===== src/rtl/clock_pkg.sv =====
// Shared time-of-day definitions for the local time keeper and the PC104 clock-sync stage.
// Provides field widths, field maxima, the sync FSM state type and the packed hr/min/sec payload.
package clock_pkg;

   localparam int unsigned HR_W  = 5;
   localparam int unsigned MIN_W = 6;
   localparam int unsigned SEC_W = 6;

   localparam logic [HR_W-1:0]  HR_MAX  = HR_W'(23);
   localparam logic [MIN_W-1:0] MIN_MAX = MIN_W'(59);
   localparam logic [SEC_W-1:0] SEC_MAX = SEC_W'(59);

   typedef enum logic {
      IDLE     = 1'b0,
      REQ_WAIT = 1'b1
   } sync_state_e;

   typedef struct packed {
      logic [HR_W-1:0]  hr;
      logic [MIN_W-1:0] min;
      logic [SEC_W-1:0] sec;
   } tod_t;

   // True when every field of a time value is inside its legal range.
   function automatic logic tod_valid(tod_t t);
      return (t.hr <= HR_MAX) && (t.min <= MIN_MAX) && (t.sec <= SEC_MAX);
   endfunction

endpackage


===== src/rtl/time_keeper_if.sv =====
// Bus between the time keeper and its environment (sync stage + front panel).
// master: drives sync_done/sync_hr/sync_min/sync_sec and inc_hr/inc_min, observes time/status.
// slave : the time keeper; consumes the load/adjust inputs, drives hr/min/sec, sec_tick,
//         request, sync_fail and load_err.
interface time_keeper_if;
   import clock_pkg::*;

   logic             sync_done;
   logic [HR_W-1:0]  sync_hr;
   logic [MIN_W-1:0] sync_min;
   logic [SEC_W-1:0] sync_sec;
   logic             inc_hr;
   logic             inc_min;

   logic [HR_W-1:0]  hr;
   logic [MIN_W-1:0] min;
   logic [SEC_W-1:0] sec;
   logic             sec_tick;
   logic             request;
   logic             sync_fail;
   logic             load_err;

   modport master (
      output sync_done, sync_hr, sync_min, sync_sec, inc_hr, inc_min,
      input  hr, min, sec, sec_tick, request, sync_fail, load_err
   );

   modport slave (
      input  sync_done, sync_hr, sync_min, sync_sec, inc_hr, inc_min,
      output hr, min, sec, sec_tick, request, sync_fail, load_err
   );

endinterface


===== src/rtl/tick_prescaler.sv =====
// Divides the system clock down to a one-second tick.
// Ports: clock, reset (sync, active-high), clear (restart the second from zero),
//        tick (high in the cycle the count sits at CLK_DIV-1; suppressed while clear is high).
module tick_prescaler #(
   parameter int unsigned CLK_DIV = 50_000_000
) (
   input  logic clock,
   input  logic reset,
   input  logic clear,
   output logic tick
);

   localparam int unsigned CNT_W = $clog2(CLK_DIV);

   logic [CNT_W-1:0] cnt_q, cnt_d;
   logic             wrap_c;

   assign wrap_c = (cnt_q == CNT_W'(CLK_DIV - 1));
   // A clear restarts the second, so the tick that would have landed with it is dropped.
   assign tick   = wrap_c && !clear;

   // Next count: wrap at the top or restart on clear.
   always_comb begin
      cnt_d = cnt_q + CNT_W'(1);
      if (clear || wrap_c) begin
         cnt_d = '0;
      end
   end

   // Count register.
   always_ff @(posedge clock) begin
      if (reset) begin
         cnt_q <= '0;
      end else begin
         cnt_q <= cnt_d;
      end
   end

endmodule


===== src/rtl/time_keeper.sv =====
// Local time-of-day counter feeding the PC104 clock-sync stage.
// Ports: clock, reset (sync, active-high), tk (time_keeper_if.slave):
//   in : sync_done + sync_hr/min/sec (remote time load), inc_hr/inc_min (panel adjust)
//   out: hr/min/sec, sec_tick, request (sync outstanding), sync_fail, load_err; all registered.
module time_keeper
   import clock_pkg::*;
#(
   parameter int unsigned CLK_DIV        = 50_000_000,
   parameter int unsigned SYNC_PERIOD_S  = 3600,
   parameter int unsigned SYNC_TIMEOUT_S = 5
) (
   input  logic          clock,
   input  logic          reset,
   time_keeper_if.slave  tk
);

   localparam int unsigned CNT_MAX = (SYNC_PERIOD_S > SYNC_TIMEOUT_S) ? SYNC_PERIOD_S : SYNC_TIMEOUT_S;
   localparam int unsigned CNT_W   = $clog2(CNT_MAX + 1);

   sync_state_e      state_q, state_d;
   logic [CNT_W-1:0] cnt_q, cnt_d, cnt_inc_c;
   tod_t             tod_q, tod_d, sync_tod_c;
   logic             sec_tick_q, request_q, request_d;
   logic             fail_q, fail_d, load_err_q;
   logic             load_ok_c, load_bad_c, tick_c;

   assign sync_tod_c = {tk.sync_hr, tk.sync_min, tk.sync_sec};
   assign load_ok_c  = tk.sync_done && tod_valid(sync_tod_c);
   assign load_bad_c = tk.sync_done && !tod_valid(sync_tod_c);
   assign cnt_inc_c  = cnt_q + CNT_W'(1);

   // Second prescaler; a valid load restarts the second so the loaded sec lasts a full second.
   tick_prescaler #(
      .CLK_DIV (CLK_DIV)
   ) u_prescaler (
      .clock (clock),
      .reset (reset),
      .clear (load_ok_c),
      .tick  (tick_c)
   );

   // Time update: a valid load overrides everything; otherwise tick first, then adjusts on top.
   // An out-of-range load is ignored for time purposes and only raises load_err.
   always_comb begin
      tod_d = tod_q;
      if (load_ok_c) begin
         tod_d = sync_tod_c;
      end else begin
         if (tick_c) begin
            if (tod_q.sec == SEC_MAX) begin
               tod_d.sec = '0;
               if (tod_q.min == MIN_MAX) begin
                  tod_d.min = '0;
                  tod_d.hr  = (tod_q.hr == HR_MAX) ? '0 : tod_q.hr + HR_W'(1);
               end else begin
                  tod_d.min = tod_q.min + MIN_W'(1);
               end
            end else begin
               tod_d.sec = tod_q.sec + SEC_W'(1);
            end
         end
         if (tk.inc_min) begin
            tod_d.min = (tod_d.min == MIN_MAX) ? '0 : tod_d.min + MIN_W'(1);
         end
         if (tk.inc_hr) begin
            tod_d.hr = (tod_d.hr == HR_MAX) ? '0 : tod_d.hr + HR_W'(1);
         end
      end
   end

   // Sync FSM: period count in IDLE, timeout count in REQ_WAIT; a valid load always restarts it.
   always_comb begin
      state_d   = state_q;
      cnt_d     = cnt_q;
      fail_d    = 1'b0;
      case (state_q)
         IDLE: begin
            if (load_ok_c) begin
               cnt_d = '0;
            end else if (tick_c) begin
               if (cnt_inc_c == CNT_W'(SYNC_PERIOD_S)) begin
                  state_d = REQ_WAIT;
                  cnt_d   = '0;
               end else begin
                  cnt_d = cnt_inc_c;
               end
            end
         end
         REQ_WAIT: begin
            // load_ok_c suppresses tick_c, so a load can never coincide with a timeout here.
            if (load_ok_c) begin
               state_d = IDLE;
               cnt_d   = '0;
            end else if (tick_c) begin
               if (cnt_inc_c == CNT_W'(SYNC_TIMEOUT_S)) begin
                  state_d = IDLE;
                  cnt_d   = '0;
                  fail_d  = 1'b1;
               end else begin
                  cnt_d = cnt_inc_c;
               end
            end
         end
         default: begin
            state_d = IDLE;
            cnt_d   = '0;
         end
      endcase
      request_d = (state_d == REQ_WAIT);
   end

   // State and output registers.
   always_ff @(posedge clock) begin
      if (reset) begin
         state_q    <= IDLE;
         cnt_q      <= '0;
         tod_q      <= '0;
         sec_tick_q <= 1'b0;
         request_q  <= 1'b0;
         fail_q     <= 1'b0;
         load_err_q <= 1'b0;
      end else begin
         state_q    <= state_d;
         cnt_q      <= cnt_d;
         tod_q      <= tod_d;
         sec_tick_q <= tick_c;
         request_q  <= request_d;
         fail_q     <= fail_d;
         load_err_q <= load_bad_c;
      end
   end

   assign tk.hr        = tod_q.hr;
   assign tk.min       = tod_q.min;
   assign tk.sec       = tod_q.sec;
   assign tk.sec_tick  = sec_tick_q;
   assign tk.request   = request_q;
   assign tk.sync_fail = fail_q;
   assign tk.load_err  = load_err_q;

endmodule


===== src/flat_wrapper.sv =====
// flat-port wrapper written by rule: the top's interface ports become plain ports
module time_keeper_flat import clock_pkg::*;
#(
   parameter int unsigned CLK_DIV        = 50_000_000,
   parameter int unsigned SYNC_PERIOD_S  = 3600,
   parameter int unsigned SYNC_TIMEOUT_S = 5
)
  (clock, reset, tk_sync_done, tk_sync_hr, tk_sync_min, tk_sync_sec, tk_inc_hr, tk_inc_min, tk_hr, tk_min, tk_sec, tk_sec_tick, tk_request, tk_sync_fail, tk_load_err);
  time_keeper_if tk_i ();
  input  logic clock;
  input  logic reset;
  input wire logic [$bits(tk_i.sync_done)-1:0] tk_sync_done;
  input wire logic [$bits(tk_i.sync_hr)-1:0] tk_sync_hr;
  input wire logic [$bits(tk_i.sync_min)-1:0] tk_sync_min;
  input wire logic [$bits(tk_i.sync_sec)-1:0] tk_sync_sec;
  input wire logic [$bits(tk_i.inc_hr)-1:0] tk_inc_hr;
  input wire logic [$bits(tk_i.inc_min)-1:0] tk_inc_min;
  output wire logic [$bits(tk_i.hr)-1:0] tk_hr;
  output wire logic [$bits(tk_i.min)-1:0] tk_min;
  output wire logic [$bits(tk_i.sec)-1:0] tk_sec;
  output wire logic [$bits(tk_i.sec_tick)-1:0] tk_sec_tick;
  output wire logic [$bits(tk_i.request)-1:0] tk_request;
  output wire logic [$bits(tk_i.sync_fail)-1:0] tk_sync_fail;
  output wire logic [$bits(tk_i.load_err)-1:0] tk_load_err;
  assign tk_i.sync_done = tk_sync_done;
  assign tk_i.sync_hr = tk_sync_hr;
  assign tk_i.sync_min = tk_sync_min;
  assign tk_i.sync_sec = tk_sync_sec;
  assign tk_i.inc_hr = tk_inc_hr;
  assign tk_i.inc_min = tk_inc_min;
  assign tk_hr = tk_i.hr;
  assign tk_min = tk_i.min;
  assign tk_sec = tk_i.sec;
  assign tk_sec_tick = tk_i.sec_tick;
  assign tk_request = tk_i.request;
  assign tk_sync_fail = tk_i.sync_fail;
  assign tk_load_err = tk_i.load_err;
  time_keeper #(.CLK_DIV(CLK_DIV), .SYNC_PERIOD_S(SYNC_PERIOD_S), .SYNC_TIMEOUT_S(SYNC_TIMEOUT_S)) u_core (.clock(clock), .reset(reset), .tk(tk_i));
endmodule

===== config.mk =====
export PLATFORM = sky130hd
export DESIGN_NAME = time_keeper_flat
export DESIGN_NICKNAME = d
export VERILOG_FILES = /design/src/rtl/clock_pkg.sv /design/src/rtl/time_keeper_if.sv /design/src/rtl/tick_prescaler.sv /design/src/rtl/time_keeper.sv /design/src/flat_wrapper.sv
export SDC_FILE = /design/constraint.sdc
export NUM_CORES = 1
export LEC_CHECK = 0
export CAP_MARGIN = 15
export CORE_MARGIN = 2
export CORE_UTILIZATION = 40
export DETAILED_ROUTE_END_ITERATION = 6
export GPL_TIMING_DRIVEN = 0
export PLACE_DENSITY = 0.67
export SYNTH_ARGS = -nofsm -noshare
export SYNTH_HDL_FRONTEND = slang
export SYNTH_SLANG_ARGS = --single-unit

===== constraint.sdc =====
create_clock -name clock -period 2.9 [get_ports clock]
set_input_delay 0.435 -clock clock [delete_from_list [all_inputs] [get_ports clock]]
set_output_delay 0.435 -clock clock [all_outputs]
set_load 0.01 [all_outputs]

Yosys cells after proc, flatten, opt, wreduce, memory -nomap -nowiden --
Index checks and enable logic that the tools add are counted.
Storage, ports and cells: register bits 59, bits of input ports 22, output and inout port bits 21
Cells by class: $add $sub $neg 7, $lt $le $gt $ge 3, equal/unequal tests 10, mux-type cells 27, bitwise logic cells 2, reduce and logical (&&, ||, !) cells 12
Operators with widths (count):
- 12-bit 2-to-1 mux | 6
- 17-bit 2-to-1 mux | 3
- 26-bit by 1-bit adder with 26-bit output (second input constant) | 1
- 26-bit == test (second input constant) | 1
- 6-bit 2-to-1 mux | 4
- 12-bit one-hot mux with 2 select lines | 1
- 5-bit 2-to-1 mux | 4
- 6-bit by 1-bit adder with 6-bit output (second input constant) | 3
- 6-bit == test (second input constant) | 3
- 12-bit by 1-bit adder with 12-bit output (second input constant) | 1
- 12-bit == test (second input constant) | 1
- 12-bit by 3-bit == test with 1-bit output (second input constant) | 1
- 6-bit <= comparator (second input constant) | 2
- 11-bit 2-to-1 mux | 1
- 5-bit by 1-bit adder with 5-bit output (second input constant) | 2
- 5-bit == test (second input constant) | 2
- 1-bit 2-to-1 mux | 7
- 5-bit <= comparator (second input constant) | 1
- 1-bit logical AND | 5
- 4-bit OR reduction | 1
- 3-bit by 2-bit != test with 1-bit output (second input constant) | 1
- 3-bit != test (second input constant) | 1
- 1-bit zero test | 2
- 1-bit NOT | 2
- other kinds (5) | 5

Longest topological paths before layout --
depth in word-level cells 12, mapped depth 13, depth with buffers taken out 11

Hierarchy --
Synthesis repeated with hierarchy kept, for this count alone.
Unflattened totals: cells, all modules 453, area total of the unflattened synthesis 3532.1 um^2
By module, submodules not included:
- time_keeper | times used 1, cells an instance 306, area each 2297.2 um^2
- tick_prescaler | times used 1, cells an instance 147, area each 1234.9 um^2

Least setup slack after synthesis --
No wires, ideal clock.
path kind register -> register, start reg u_core.u_prescaler.cnt_q[7], end reg u_core.tod_q (netlist bit u_core.tk.hr[3]), arrival time 3067 ps, required time 2804 ps, setup slack -263 ps, stages on the path, launching flop included 11, path buffers 0, period minus slack after synthesis 3163 ps, path through dfxtp_1 nand4bb_1 or4_4 or4_1 nor3_1 mux2_2 ha_1 and2_1 o21ai_0 nor3_2 o41ai_2
On the way: longest elaborated chain between the ends 8, elaborated cells between the ends (all ways) 9, classes of those cells add/sub: 1; eq/ne: 2; mux: 5; reduce/logical: 1
RTL lines:
- start, declared | RTL line tick_prescaler.sv:15 | logic [CNT_W-1:0] cnt_q, cnt_d;
- start signal, assigned | RTL line tick_prescaler.sv:35 | cnt_q <= cnt_d;
- 26-bit == test (*) | RTL line tick_prescaler.sv:18 | assign wrap_c = (cnt_q == CNT_W'(CLK_DIV - 1));
- 1-bit logical AND (*) | RTL line tick_prescaler.sv:20 | assign tick = wrap_c && !clear;
- 17-bit 2-to-1 mux (*) | RTL line time_keeper.sv:49 | if (tick_c) begin
- 17-bit 2-to-1 mux (*) | RTL line time_keeper.sv:46 | if (load_ok_c) begin
- 5-bit by 1-bit adder with 5-bit output or 5-bit == test (tied branches) | RTL line time_keeper.sv:66 | tod_d.hr = (tod_d.hr == HR_MAX) ? '0 : tod_d.hr + HR_W'(1);
- 5-bit 2-to-1 mux | RTL line time_keeper.sv:66
- 5-bit 2-to-1 mux (*) | RTL line time_keeper.sv:65 | if (tk.inc_hr) begin
- 17-bit 2-to-1 mux (*) | RTL line time_keeper.sv:46
- end signal, assigned | RTL line time_keeper.sv:125 | tod_q <= tod_d;
- end, declared | RTL line time_keeper.sv:22 | tod_t tod_q, tod_d, sync_tod_c;
Every way passes the cells marked *; elsewhere a longest branch is shown, timed or not. The select of a mux whose other input is x is not followed. A chain may end at the register's enable or synchronous reset.

Worst setup path after layout --
start reg u_core.u_prescaler.cnt_q[7], end reg u_core.tod_q (netlist bit u_core.tk.min[1])
On the way: longest elaborated chain between the ends 8, elaborated cells between the ends (all ways) 9, classes of those cells add/sub: 1; eq/ne: 2; mux: 5; reduce/logical: 1
RTL lines:
- 26-bit == test (*) | RTL line tick_prescaler.sv:18
- 1-bit logical AND (*) | RTL line tick_prescaler.sv:20
- 17-bit 2-to-1 mux (*) | RTL line time_keeper.sv:49
- 17-bit 2-to-1 mux (*) | RTL line time_keeper.sv:46
- 6-bit by 1-bit adder with 6-bit output or 6-bit == test (tied branches) | RTL line time_keeper.sv:63 | tod_d.min = (tod_d.min == MIN_MAX) ? '0 : tod_d.min + MIN_W'(1);
- 6-bit 2-to-1 mux | RTL line time_keeper.sv:63
- 6-bit 2-to-1 mux (*) | RTL line time_keeper.sv:62 | if (tk.inc_min) begin
- 17-bit 2-to-1 mux (*) | RTL line time_keeper.sv:46
Marks and branches as above.

==> impl_results.html <==
<table>
<tr><th>Metric</th><th>Value</th></tr>
<tr><th colspan="2">Setup path</th></tr>
<tr><td>Count of buffer and inverter cells on the critical path</td><td>2</td></tr>
<tr><td>Cell depth of the worst flop-to-flop path</td><td>9</td></tr>
<tr><td>Slowest library cell on the worst path</td><td>or4_4</td></tr>
<tr><td>Category of the worst setup path launch point</td><td>register</td></tr>
<tr><td>Crit path required time</td><td>3100 ps</td></tr>
<tr><td>Crit path max-delay family</td><td>simple AND/OR/NAND/NOR gates</td></tr>
<tr><td>Critical Path Max Stage Delay</td><td>600 ps</td></tr>
<tr><td>Arr. time, crit path</td><td>3260 ps</td></tr>
<tr><td>Chain of cells forming the critical path</td><td>nand4bb_1 -&gt; or4_4 -&gt; buf_4 -&gt; or4_4 -&gt; buf_4 -&gt; nor4_4 -&gt; nor2_2 -&gt; o311ai_1 -&gt; a211oi_1</td></tr>
<tr><td>Type of the worst setup path</td><td>reg2reg</td></tr>
<tr><td>Kind of end point of the critical path</td><td>register</td></tr>
<tr><td>Logic depth of the worst path, buffers included</td><td>9</td></tr>
<tr><td>Crit Path Max Fanout</td><td>5</td></tr>
<tr><th colspan="2">Synth</th></tr>
<tr><td>Mean cell area of the mapped netlist</td><td>7.81 µm²</td></tr>
<tr><td>Combinational family with the most area after synthesis</td><td>simple AND/OR/NAND/NOR gates</td></tr>
<tr><td>Warnings, synthesis</td><td>0</td></tr>
<tr><td>Distinct cell type count after synthesis</td><td>63</td></tr>
<tr><td>Post-Synth XOR/XNOR Area</td><td>7.84%</td></tr>
<tr><td>Count of mapped cells out of synthesis</td><td>472</td></tr>
<tr><td>Prevailing post-synth register cell</td><td>dfxtp_1</td></tr>
<tr><td>Synth Area in Compound Gates</td><td>17.5%</td></tr>
<tr><td>Post-synthesis net count</td><td>502</td></tr>
<tr><td>Synthesized flop and latch total</td><td>59</td></tr>
<tr><td>Biggest area contributors in the synthesized netlist</td><td>dfxtp_1, nor2_1, nand2_1</td></tr>
<tr><td>Proportion of synthesized flip-flops having asynchronous set or reset</td><td>0%</td></tr>
<tr><td>EDFF count, synth</td><td>0</td></tr>
<tr><td>Synth Cell Area</td><td>3690 µm²</td></tr>
<tr><td>Multiplexer share of the synthesized area</td><td>0.984%</td></tr>
<tr><td>Largest area contributor in the netlist</td><td>dfxtp_1</td></tr>
<tr><td>Adder-cell area share of the yosys netlist</td><td>2.71%</td></tr>
<tr><td>Portion of the post-synthesis area used by sequential elements</td><td>32.0%</td></tr>
<tr><td>Top-area cell type share of the netlist area</td><td>32.0%</td></tr>
<tr><td>Simple logic cell fraction of the synthesized area</td><td>34.4%</td></tr>
<tr><th colspan="2">Detailed routing</th></tr>
<tr><td>Average routed wire per standard cell</td><td>16.0 µm</td></tr>
<tr><td>DR iter-0 viols</td><td>172</td></tr>
<tr><td>Vias after detailed routing</td><td>3791</td></tr>
<tr><td>Number of detailed-routing iterations run before antenna repair</td><td>5</td></tr>
<tr><td>Vias per inst</td><td>5.77</td></tr>
<tr><td>Antenna-violating nets left</td><td>0</td></tr>
<tr><td>Detailed-route DRC error count</td><td>0</td></tr>
<tr><td>Total wirelength of the detailed-routed design</td><td>10.5 mm</td></tr>
<tr><th colspan="2">Clocking</th></tr>
<tr><td>Clk slew on worst S/H paths</td><td>70 ps</td></tr>
<tr><td>Cell chosen for the clock root</td><td>clkbuf_8</td></tr>
<tr><td>CTS tree</td><td>yes</td></tr>
<tr><td>Clock sink count</td><td>59</td></tr>
<tr><td>Maximum number of buffers from clock root to sink</td><td>2</td></tr>
<tr><td>Insertion delay to the later sink of the worst-skew pair</td><td>350 ps</td></tr>
<tr><td>Number of buffers added by the clock tree synthesis step</td><td>9</td></tr>
<tr><td># H-tree levels</td><td>3</td></tr>
<tr><th colspan="2">Run status</th></tr>
<tr><td>Result of the run</td><td>finished with violations</td></tr>
<tr><td>Violated checks</td><td>negative setup slack</td></tr>
<tr><th colspan="2">Final layout</th></tr>
<tr><td>Commonest non-fill, non-tap cell in the layout</td><td>nor2_1</td></tr>
<tr><td>Fraction of final layout cells with drive strength greater than 1</td><td>17.2%</td></tr>
<tr><td>Number of standard cells in the layout, taps in and fillers out</td><td>657</td></tr>
<tr><td>P&amp;R area growth vs syn</td><td>31.5%</td></tr>
<tr><td>Top library cells by usage in the layout, fill and taps aside</td><td>nor2_1, dfxtp_1, nand2_1, clkdlybuf4s50_1, nand3_1</td></tr>
<tr><td>NumNets Final</td><td>571</td></tr>
<tr><td>Diode count</td><td>0</td></tr>
<tr><th colspan="2">Timing</th></tr>
<tr><td>Highest clock rate</td><td>327 MHz</td></tr>
<tr><td>Relative slew slack</td><td>57.4%</td></tr>
<tr><td>Unrepaired setup endpoints after global routing</td><td>true</td></tr>
<tr><td>Shortest period the worst path allows</td><td>3060 ps</td></tr>
<tr><td>Final Skew</td><td>13.6 ps</td></tr>
<tr><td>Number of max-slew violations in the final report</td><td>0</td></tr>
<tr><td>Post-layout worst setup margin</td><td>-157 ps</td></tr>
<tr><td>Tightest Pin Transition</td><td>639 ps</td></tr>
<tr><td>Final setup viols</td><td>4</td></tr>
<tr><td>Setup Total Neg Slack</td><td>-411 ps</td></tr>
<tr><td>Final Hold Vio Count</td><td>0</td></tr>
<tr><td>Period Utilization, post-route</td><td>105%</td></tr>
<tr><th colspan="2">Die</th></tr>
<tr><td>Initial cell density of the core</td><td>40.5%</td></tr>
<tr><td>Width of the die</td><td>100 µm</td></tr>
<tr><td>Site row count</td><td>35</td></tr>
<tr><td>Die Ht</td><td>100 µm</td></tr>
<tr><td>Placeable core region</td><td>9110 µm²</td></tr>
<tr><td>Die ar.</td><td>10000 µm²</td></tr>
<tr><td>Number of I/O pins</td><td>43</td></tr>
<tr><th colspan="2">Power and ir drop</th></tr>
<tr><td>Worst IR Drop VDD</td><td>0.219 mV</td></tr>
<tr><td>Cell Pwr Density</td><td>398 nW/µm²</td></tr>
<tr><td>Leakage power of the design</td><td>1.68 nW</td></tr>
<tr><th colspan="2">Placed design</th></tr>
<tr><td>Detailed placer's ending HPWL</td><td>7.19 mm</td></tr>
<tr><td>Number of I/O port buffers</td><td>41</td></tr>
<tr><td>Placer's final routability congestion estimate</td><td>0.885</td></tr>
<tr><td>Placed instance count</td><td>624</td></tr>
<tr><th colspan="2">Flow run</th></tr>
<tr><td>Max-cap violation count</td><td>0</td></tr>
<tr><th colspan="2">Global routing</th></tr>
<tr><td>First-pass GRT wire length</td><td>16.5 mm</td></tr>
<tr><td>Congestion Overflow GR</td><td>0</td></tr>
<tr><td>Aggregate global-route resource usage</td><td>20.4%</td></tr>
<tr><td>Initial antenna violation count</td><td>0</td></tr>
<tr><td>Vias in the first global route</td><td>3525</td></tr>
<tr><td>Maximum number of pins on one net before global-route repair</td><td>11</td></tr>
<tr><th colspan="2">Min path</th></tr>
<tr><td>Hold Crit Class</td><td>reg2reg</td></tr>
<tr><td>Count of cells along the worst hold path</td><td>2</td></tr>
</table>
## stage by stage
step / setup WS [ps] / power, mW / instance area [µm²] / hold slack [ps] / utilization, %
4_1_cts: -141 / 1.92 / 4620 / 455 / 50.7
3_5_place_dp: -739 / 1.11 / 4270 / 472 / 46.9
3_3_place_gp: -681 / 1.10 / 4270 / 458 / 46.9
5_1_grt: -194 / 2.00 / 4850 / 514 / 53.2
2_1_floorplan: 27.4 / 0.998 / 3720 / 438 / -
6_report: -157 / 1.93 / 4850 / 498 / 53.2
## what timing repair did
| action | CTS | global route |
|---|---|---|
| setup buffers | 7 | 16 |
| gates resized for setup | 24 | 39 |
| endpoints found under the setup margin | 18 | 16 |
| pin swaps | 6 | 13 |
| hold buffers | 0 | 0 |
## area by class of cell
class | count | area [µm²]
tap | 111 | 139
inverter | 18 | 67.6
timing repair buffer | 64 | 599
multi-input combinational | 371 | 2550
fill | 870 | 4260
sequential | 59 | 1210
buffer | 18 | 68.8
clock buffer | 15 | 176
clock inverter | 1 | 30.0
## state kept, by name, indices dropped and copies added (netlist names)
register / flops
u_core.tk.sec_tick: 1
u_core.tk.sec: 6
u_core.tk.min: 6
u_core.tk.sync_fail: 1
u_core.u_prescaler.cnt_q: 26
u_core.tk.hr: 5
u_core.cnt_q: 12
u_core.state_q: 1
u_core.tk.load_err: 1
## layer usage
metal	vias to the layer above	track usage (%)	part of all wire, %
li1	1865	-	-
met1	1768	25.9	45
met2	136	33.3	47
met3	22	3.76	6.0
met4	0	10.4	2.6
met5	-	0	0
## power breakdown
group	total [mW]	switching, mW	internal, mW
Combinational	0.265	0.138	0.127
Clock	0.804	0.335	0.469
Sequential	0.860	0.0319	0.828
Total	1.93	0.505	1.42
## cell families (layout without fill, tap and decap cells)
family | Yosys count | after routing
AO/OA/AOI/OAI | 87 | 87
adder cells (fa/ha/maj) | 8 | 8
XOR/XNOR | 33 | 33
flip-flops | 59 | 59
buffers and inverters | 42 | 116
AND/OR/NAND/NOR | 240 | 240
multiplexers | 3 | 3
## final timing paths
| check | slack, ps | startpoint | to |
|---|---|---|---|
| min | 500 | u_core.state_q | u_core.state_q |
| max reg2reg | -160 | u_core.u_prescaler.cnt_q[7] | u_core.tk.min[1] |
| max | -160 | u_core.u_prescaler.cnt_q[7] | u_core.tk.min[1] |
| min reg2reg | 500 | u_core.state_q | u_core.state_q |
## synth_stat cells (2+ instances only)
cell / count
a211o_1: 4
a211oi_1: 3
a21o_1: 3
a21oi_1: 14
a311oi_1: 6
a31oi_1: 4
and2_1: 5
and3_1: 10
and4_1: 8
clkbuf_1: 23
dfxtp_1: 59
ha_1: 8
inv_1: 18
nand2_1: 47
nand2b_1: 6
nand3_1: 26
nand3b_1: 2
nand4_1: 17
nor2_1: 64
nor2b_1: 2
nor3_1: 19
nor3_2: 2
nor3b_1: 2
nor4_1: 8
nor4_4: 2
nor4b_1: 3
nor4bb_1: 2
o211ai_1: 3
o21a_1: 2
o21ai_0: 18
o22ai_1: 2
o311a_1: 2
o311ai_0: 4
o31a_1: 3
o31ai_1: 4
o32ai_1: 2
or2_2: 2
or3_1: 5
or4_1: 2
or4_4: 2
xnor2_1: 14
xor2_1: 19
## tightest hold or removal path, delay by kind of cell (launching register included)
family	cells	cell delay (ps)
AO/OA/AOI/OAI	2	120
flip-flops	1	330
Note: power is estimated with default switching activity, not from simulation.
